[src/rtl/fft_input_framer_if.sv]
// fft_input_framer_if: bus between the ADC sample source / FFT consumer and
// the framer.
//   sample_in, sample_valid : incoming sample stream (no backpressure)
//   frame_ready             : consumer takes the held frame this cycle
//   clear_ovf               : clears the sticky overflow flag
//   out0..out7              : parallel frame, drives FFT in0..in7
//   frame_valid             : out0..out7 hold a complete, untaken frame
//   sample_count            : samples in the current partial frame
//   overflow                : sticky, a completed frame was dropped
// master = source/consumer side, slave = framer side.
interface fft_input_framer_if #(
  parameter int DATA_W = 16
);
  logic [DATA_W-1:0] sample_in;
  logic              sample_valid;
  logic              frame_ready;
  logic              clear_ovf;
  logic [DATA_W-1:0] out0, out1, out2, out3, out4, out5, out6, out7;
  logic              frame_valid;
  logic [2:0]        sample_count;
  logic              overflow;

  modport master (
    output sample_in, sample_valid, frame_ready, clear_ovf,
    input  out0, out1, out2, out3, out4, out5, out6, out7,
    input  frame_valid, sample_count, overflow
  );

  modport slave (
    input  sample_in, sample_valid, frame_ready, clear_ovf,
    output out0, out1, out2, out3, out4, out5, out6, out7,
    output frame_valid, sample_count, overflow
  );
endinterface

[src/rtl/fft_input_framer.sv]
// fft_input_framer: collects 8 offset-corrected ADC samples into a frame and
// presents it in parallel (optionally bit-reversed) under valid/ready.
//   clk  : system clock, rising edge
//   rst  : synchronous, active-high reset
//   bus  : fft_input_framer_if.slave (sample stream in, frame out, status)
// Parameters: DATA_W word width, OFFSET subtracted mod 2^DATA_W,
// BIT_REVERSE selects out[k] = frame[bitrev3(k)] instead of frame[k].
module fft_input_framer #(
  parameter int DATA_W      = 16,
  parameter int OFFSET      = 0,
  parameter bit BIT_REVERSE = 1
) (
  input  logic               clk,
  input  logic               rst,
  fft_input_framer_if.slave  bus
);
  localparam logic [DATA_W-1:0] OFF = DATA_W'(OFFSET);

  logic [2:0]                   wr_idx;
  // Only slots 0..6 are stored: the 8th sample goes straight into the frame.
  logic [6:0][DATA_W-1:0]       sbuf;
  logic [7:0][DATA_W-1:0]       out_q;
  logic [7:0][DATA_W-1:0]       frame_w;
  logic [7:0][DATA_W-1:0]       frame_perm;
  logic [DATA_W-1:0]            sample_adj;
  logic                         frame_valid_q;
  logic                         overflow_q;
  logic                         complete;
  logic                         slot_free;
  logic                         load;
  logic                         drop;

  assign sample_adj = bus.sample_in - OFF;
  assign frame_w    = {sample_adj, sbuf};
  assign complete   = bus.sample_valid && (wr_idx == 3'd7);
  assign slot_free  = !frame_valid_q || bus.frame_ready;
  assign load       = complete && slot_free;
  assign drop       = complete && !slot_free;

  // Static output permutation: bitrev3(k) swaps bit 0 and bit 2 of k.
  for (genvar k = 0; k < 8; k++) begin : g_perm
    localparam int SRC = BIT_REVERSE ? (((k & 1) << 2) | (k & 2) | ((k >> 2) & 1)) : k;
    assign frame_perm[k] = frame_w[SRC];
  end

  always_ff @(posedge clk) begin
    if (rst) begin
      wr_idx        <= '0;
      sbuf          <= '0;
      out_q         <= '0;
      frame_valid_q <= 1'b0;
      overflow_q    <= 1'b0;
    end else begin
      if (bus.sample_valid) begin
        if (wr_idx != 3'd7) sbuf[wr_idx] <= sample_adj;
        wr_idx <= wr_idx + 3'd1;
      end
      // A load while the old frame is being taken keeps frame_valid high.
      if (load) begin
        out_q         <= frame_perm;
        frame_valid_q <= 1'b1;
      end else if (frame_valid_q && bus.frame_ready) begin
        frame_valid_q <= 1'b0;
      end
      // Set has priority over clear.
      if (drop)               overflow_q <= 1'b1;
      else if (bus.clear_ovf) overflow_q <= 1'b0;
    end
  end

  assign bus.out0         = out_q[0];
  assign bus.out1         = out_q[1];
  assign bus.out2         = out_q[2];
  assign bus.out3         = out_q[3];
  assign bus.out4         = out_q[4];
  assign bus.out5         = out_q[5];
  assign bus.out6         = out_q[6];
  assign bus.out7         = out_q[7];
  assign bus.frame_valid  = frame_valid_q;
  assign bus.sample_count = wr_idx;
  assign bus.overflow     = overflow_q;
endmodule

[src/flat_wrapper.sv]
// flat-port wrapper written by rule: the top's interface ports become plain ports
module fft_input_framer_flat 
#(
  parameter int DATA_W      = 16,
  parameter int OFFSET      = 0,
  parameter bit BIT_REVERSE = 1
)
  (clk, rst, bus_sample_in, bus_sample_valid, bus_frame_ready, bus_clear_ovf, bus_out0, bus_out1, bus_out2, bus_out3, bus_out4, bus_out5, bus_out6, bus_out7, bus_frame_valid, bus_sample_count, bus_overflow);
  fft_input_framer_if #(.DATA_W(DATA_W)) bus_i ();
  input  logic clk;
  input  logic rst;
  input wire logic [$bits(bus_i.sample_in)-1:0] bus_sample_in;
  input wire logic [$bits(bus_i.sample_valid)-1:0] bus_sample_valid;
  input wire logic [$bits(bus_i.frame_ready)-1:0] bus_frame_ready;
  input wire logic [$bits(bus_i.clear_ovf)-1:0] bus_clear_ovf;
  output wire logic [$bits(bus_i.out0)-1:0] bus_out0;
  output wire logic [$bits(bus_i.out1)-1:0] bus_out1;
  output wire logic [$bits(bus_i.out2)-1:0] bus_out2;
  output wire logic [$bits(bus_i.out3)-1:0] bus_out3;
  output wire logic [$bits(bus_i.out4)-1:0] bus_out4;
  output wire logic [$bits(bus_i.out5)-1:0] bus_out5;
  output wire logic [$bits(bus_i.out6)-1:0] bus_out6;
  output wire logic [$bits(bus_i.out7)-1:0] bus_out7;
  output wire logic [$bits(bus_i.frame_valid)-1:0] bus_frame_valid;
  output wire logic [$bits(bus_i.sample_count)-1:0] bus_sample_count;
  output wire logic [$bits(bus_i.overflow)-1:0] bus_overflow;
  assign bus_i.sample_in = bus_sample_in;
  assign bus_i.sample_valid = bus_sample_valid;
  assign bus_i.frame_ready = bus_frame_ready;
  assign bus_i.clear_ovf = bus_clear_ovf;
  assign bus_out0 = bus_i.out0;
  assign bus_out1 = bus_i.out1;
  assign bus_out2 = bus_i.out2;
  assign bus_out3 = bus_i.out3;
  assign bus_out4 = bus_i.out4;
  assign bus_out5 = bus_i.out5;
  assign bus_out6 = bus_i.out6;
  assign bus_out7 = bus_i.out7;
  assign bus_frame_valid = bus_i.frame_valid;
  assign bus_sample_count = bus_i.sample_count;
  assign bus_overflow = bus_i.overflow;
  fft_input_framer #(.DATA_W(DATA_W), .OFFSET(OFFSET), .BIT_REVERSE(BIT_REVERSE)) u_core (.clk(clk), .rst(rst), .bus(bus_i));
endmodule
[config.mk]
export PLATFORM = sky130hd
export DESIGN_NAME = fft_input_framer_flat
export DESIGN_NICKNAME = d
export VERILOG_FILES = /design/src/rtl/fft_input_framer_if.sv /design/src/rtl/fft_input_framer.sv /design/src/flat_wrapper.sv
export SDC_FILE = /design/constraint.sdc
export NUM_CORES = 1
export LEC_CHECK = 0
export CAP_MARGIN = 20
export CORE_MARGIN = 1
export CORE_UTILIZATION = 35
export DETAILED_ROUTE_END_ITERATION = 10
export GPL_TIMING_DRIVEN = 0
export SYNTH_ARGS = -nofsm -noshare
export SYNTH_HDL_FRONTEND = slang
export SYNTH_SLANG_ARGS = --single-unit
[constraint.sdc]
create_clock -name clk -period 2.1 [get_ports clk]
set_input_delay 0.63 -clock clk [delete_from_list [all_inputs] [get_ports clk]]
set_output_delay 0.63 -clock clk [all_outputs]
set_load 0.01 [all_outputs]
# ---- After elaboration in Yosys (flattened, before gate mapping)
# Cells that the tools add are included.
dict set report totals {
  register_bits 245
  output_inout_bits 133
  word_cells 41
}
dict set report op_classes {
  n_addsub 1
  magnitude_cmp 2
  n_eq_ne 2
  mux 7
  n_reduce_logical 11
}
# cell n
set ops {}
lappend ops {{bitwise mux 112 bit} 1}
lappend ops {{demux 16 bit (select 3 bit)} 1}
lappend ops {{2-to-1 mux 16 bit} 1}
lappend ops {{logical AND 1 bit} 5}
lappend ops {{less-than comparator 3 x 4 -> 1 bit (second input constant)} 1}
lappend ops {{2-to-1 mux 1 bit} 4}
lappend ops {{nonzero test 2 bit} 2}
lappend ops {{adder 3 x 1 -> 3 bit (second input constant)} 1}
lappend ops {{== test 3 bit (second input constant)} 1}
lappend ops {{>= comparator 3 x 1 -> 1 bit (second input constant)} 1}
lappend ops {{!= test 3 bit (second input constant)} 1}
lappend ops {{logical NOT 1 bit} 2}
lappend ops {{AND reduction 2 bit} 1}
lappend ops {{logical OR 1 bit} 1}

# ---- Depth between registers and ports, before layout
dict set report depth {
  word_depth 5
  ltp_mapped 7
  depth_no_buf 5
}

# ---- Worst setup path after synthesis
# No wires, ideal clock.
dict set report synth_path {
  path_type {register -> register}
  start {register u_core.wr_idx[1] (netlist: u_core.bus.sample_count[1])}
  end {register u_core.sbuf, in the netlist u_core.frame_perm[53]}
  setup_time_ns 0.127
  t_arrival_ns 1.734
  path_slack_ns 0.239
  path_stages_with_launch 8
  synth_period_minus_slack_ns 1.861
  path_cell_list {dfxtp_1 ha_1 ha_1 nor2_2 and4_1 buf_4 buf_6 mux2i_1}
}
dict set report synth_via {
  elab_chain_len 5
  elab_cells_between_ends 8
}
# item line_no
set synth_rtl {}
lappend synth_rtl {{start, declared} fft_input_framer.sv:19} ;# logic [2:0] wr_idx;
lappend synth_rtl {{start signal, assigned} fft_input_framer.sv:56} ;# wr_idx <= wr_idx + 3'd1;
lappend synth_rtl {{less-than comparator 3 x 4 -> 1 bit (implied by the code) or >= comparator 3 x 1 -> 1 bit (tied branches)} fft_input_framer.sv:55} ;# if (wr_idx != 3'd7) sbuf[wr_idx] <= sample_adj;
lappend synth_rtl {{logical AND 1 bit (implied by the code)} fft_input_framer.sv:55}
lappend synth_rtl {{2-to-1 mux 16 bit (implied by the code)} fft_input_framer.sv:55}
lappend synth_rtl {{demux 16 bit (select 3 bit)} -}
lappend synth_rtl {{bitwise mux 112 bit} fft_input_framer.sv:55}
lappend synth_rtl {{end signal, assigned by index} fft_input_framer.sv:55}
lappend synth_rtl {{end, declared} fft_input_framer.sv:21} ;# logic [6:0][DATA_W-1:0] sbuf;
# Parallel ways exist; a longest one is shown, timed or not.
# A chain may end at the register's enable or synchronous reset.

# ---- Worst setup path in the final report
dict set report layout_path {
  start {register u_core.out_q, in the netlist u_core.bus.out2[13]}
  end {output port bus_out2[13]}
}
# item line_no
set layout_rtl {}
lappend layout_rtl {{start, declared} fft_input_framer.sv:22} ;# logic [7:0][DATA_W-1:0] out_q;
lappend layout_rtl {{start signal, assigned} fft_input_framer.sv:60} ;# out_q <= frame_perm;
lappend layout_rtl {{end, declared} flat_wrapper.sv:18} ;# output wire logic [$bits(bus_i.out2)-1:0] bus_out2;
# No word-level cell between the ends.

==> results.sh <==
export IMPL_place_ws_ns=-0.678
export IMPL_switching_share_pct=22.5
export IMPL_p_total_mw=9.44
export IMPL_coreArea_um2=26300
export IMPL_numPortBuffers=151
export IMPL_multi_input_area_um2=4080
export IMPL_final_cells=1521
export IMPL_hp_class="reg -> reg"
export IMPL_critPathBufInv=1
export IMPL_drt_wl_total_mm=27.6
export IMPL_dp_cells=1478
export IMPL_grt_antenna_before_repair=1
export IMPL_status="finished, violations left"
export IMPL_htreeDepth=1
export IMPL_fin_crit_sh_pct=99.0
export IMPL_final_seq_area_um2=4910
export IMPL_clk_path_buf_depth=3
export IMPL_cts_num_sinks=245
export IMPL_yosysWarnings=0
export IMPL_drc_errors=4
export IMPL_ios=154
export IMPL_synth_top_area_share_pct=51.9
export IMPL_hold_depth=2
export IMPL_avgSynthCellArea_um2=9.52
export IMPL_grt_pass1_wl_mm=43.3
export IMPL_overflow=0
export IMPL_cts_tree="built"
export IMPL_final_max_slew_viol_count=0
export IMPL_fin_crit_ns=2.08
export IMPL_dp_hpwl_mm=18.4
export IMPL_slew_headroom_pct=46.9
export IMPL_yosysUniqueCellTypes=27
export IMPL_critPathLaunchType="register"
export IMPL_fp_dieH_um=166
export IMPL_syn_area_um2=9440
export IMPL_r2r_start="u_core.bus.sample_count[1]"
export IMPL_synth_top_area_cell="dfxtp_1"
export IMPL_fillers=2569
export IMPL_antenna_cells=0
export IMPL_rows=59
export IMPL_path_class="reg -> out"
export IMPL_finalSetupViolations=0
export IMPL_reg2reg_slack_ns=0.08
export IMPL_grt_usage_pct=19.9
export IMPL_critPathTopFamily="buffers and inverters"
export IMPL_p_clk_share_pct=45.1
export IMPL_rsz0062_at_grt="false"
export IMPL_holdPathEnd="u_core.bus.out2[4]"
export IMPL_detail_route_antenna_nets=0
export IMPL_nets=1193
export IMPL_leakagePower_nw=4.81
export IMPL_critPathMaxFanout=2
export IMPL_yosysSeqAreaShare_pct=51.9
export IMPL_routedWlPerCell_um=18.2
export IMPL_layout_common_cells="dfxtp_1 (242), a21oi_1 (130), nand2b_1 (129), clkdlybuf4s50_1 (129)"
export IMPL_setup_slack_ns=0.0220
export IMPL_max_freq_mhz=481
export IMPL_worst_pin_slew_ns=0.796
export IMPL_powerDensity_nw_per_um2=775
export IMPL_rr_worst_depth=7
export IMPL_vdd_drop_max_mv=0.508
export IMPL_violations="design-rule violations"
export IMPL_synth_area_leaders="dfxtp_1 (52%), mux2i_1 (12%), nand2b_1 (8.5%)"
export IMPL_globalplace_congestion=0.754
export IMPL_cp_cell_sequence="clkdlybuf4s50_1"
export IMPL_fp_dieW_um=166
export IMPL_clock_latency_ns=0.52
export IMPL_worstReg2RegEnd="u_core.bus.out1[4]"
export IMPL_hold_viol=0
export IMPL_post_route_util_pct=46.3
export IMPL_end_kind="primary output"
export IMPL_clock_skew_ns=0.00867
export IMPL_slowest_delay_ns=0.55
export IMPL_intPower_mw=7.32
export IMPL_comb_power_share_pct=4.6
export IMPL_synth_seq_cells=245
export IMPL_drive_gt1_share_pct=8.01
export IMPL_crit_slowest_cell="clkdlybuf4s50_1"
export IMPL_hold_start="u_core.frame_perm[36]"
export IMPL_syn_inst=992
export IMPL_drv_cap=0
export IMPL_cts_root_buffer="clkbuf_16"
export IMPL_initial_core_util_pct=35.9
export IMPL_first_pass_iters=8
export IMPL_grt_max_degree=14
export IMPL_syn_to_final_growth_pct=28.9
export IMPL_synth_nets=1015
export IMPL_clkSlewWorstSetupHoldPaths_ns=0.06
export IMPL_cts_buffers=25
export IMPL_seq_power_share_pct=50.3
export IMPL_cp_data_required_time_ns=1.47
export IMPL_first_global_vias=7598
export IMPL_switching_power_mw=2.12
export IMPL_final_common_cell="dfxtp_1"
export IMPL_hold_worst_slack_ns=0.460
export IMPL_die_area_um2=27600
export IMPL_vias=7737
export IMPL_first_iter_violations=509
export IMPL_via_per_inst=5.09
export IMPL_cp_data_arrival_time_ns=1.45
-- synth_stat cells (all sizes together) --
master  number
a21oi      130
and2         1
and2b        1
and4         1
buf         35
clkbuf      61
dfxtp      245
ha           2
mux2i      114
nand2        2
nand2b     129
nand3      131
nand4        1
nand4b       1
nor2         6
nor2b        2
nor3         1
o21ai      128
xnor2        1
-- worst reg2reg max path, delay by kind of cell, from the launching register on --
kind / cells / cell delay [ns]
AO/OA/AOI/OAI: 2 / 0.31
adder cells (fa/ha/maj): 2 / 0.43
buffers and inverters: 2 / 0.71
flip-flops: 1 / 0.39
AND/OR/NAND/NOR: 1 / 0.11
-- power groups by stage --
stage,Sequential [mW],Clock [mW],Combinational [mW]
after floorplan,4.84,0,0.264
after global placement,4.85,0,0.432
after detailed placement,4.85,0,0.435
after CTS,4.75,4.32,0.433
after global routing,4.75,4.55,0.461
final,4.75,4.26,0.432
-- cell families (layout without fill, tap and decap cells) --
group / after synthesis / after routing / synth area share (%)
simple gates: 276 / 276 / 17.1
compound gates: 258 / 258 / 13.7
flops: 245 / 245 / 51.9
mux: 114 / 114 / 12.1
buf+inv: 96 / 290 / 4.86
fa+ha+maj: 2 / 2 / 0.265
xor+xnor: 1 / 1 / 0.0928
-- sequential cells by signal, indices dropped and copies added (netlist names) --
name / count
u_core.bus.frame_valid: 1
u_core.bus.sample_count: 3
u_core.bus.out6: 16
u_core.bus.overflow: 1
u_core.bus.out7: 16
u_core.bus.out4: 16
u_core.bus.out5: 16
u_core.bus.out1: 16
u_core.frame_perm: 112
u_core.bus.out0: 16
u_core.bus.out2: 16
u_core.bus.out3: 16
-- what timing repair did --
action	CTS	global route
setup endpoints to repair	139	119
pin swaps	0	0
gates resized for setup	22	21
hold buffers	0	0
setup buffers	0	0
-- metrics by stage --
stage / cell area, um^2 / setup TNS [ns]
detailed placement: 11400 / -64.71
global route: 12200 / 0
global placement: 11400 / -62.14
CTS: 12100 / 0
finish: 12200 / 0
floorplan: 9440 / 0
-- final cells by class --
| cell class | instances | area share, % |
|---|---|---|
| repair buffers | 151 | 12.5 |
| multi-input cells | 651 | 33.5 |
| clock inverters | 8 | 0.555 |
| plain buffers | 96 | 3.88 |
| well taps | 335 | 3.44 |
| clock buffers | 35 | 5.77 |
| flip-flops and latches | 245 | 40.4 |
-- worst max path at each step --
stage                                     startpoint                     to  slack [ns]  cells past startpoint
after floorplan           u_core.bus.sample_count[1]  u_core.frame_perm[53]        0.24                      7
after global placement               bus_frame_ready     u_core.bus.out0[4]       -0.66                      6
after detailed placement             bus_frame_ready     u_core.bus.out2[3]       -0.68                      6
after CTS                 u_core.bus.sample_count[1]     u_core.bus.out1[4]        0.01                      7
after global routing             u_core.bus.out4[15]           bus_out4[15]      0.0003                      1
final                            u_core.bus.out2[13]           bus_out2[13]        0.02                      1
-- layer usage --
metal | vias to the layer above | global-route usage [%] | routed length, um | part of all wire, %
li1 | 3816 | - | - | -
met1 | 3681 | 27.4 | 13100 | 47
met2 | 207 | 32.8 | 12800 | 46
met3 | 31 | 2.98 | 1450 | 5.3
met4 | 2 | 4.59 | 359 | 1.3
met5 | - | 0 | 13 | 0.047
Note: power is estimated with default switching activity, not from simulation.
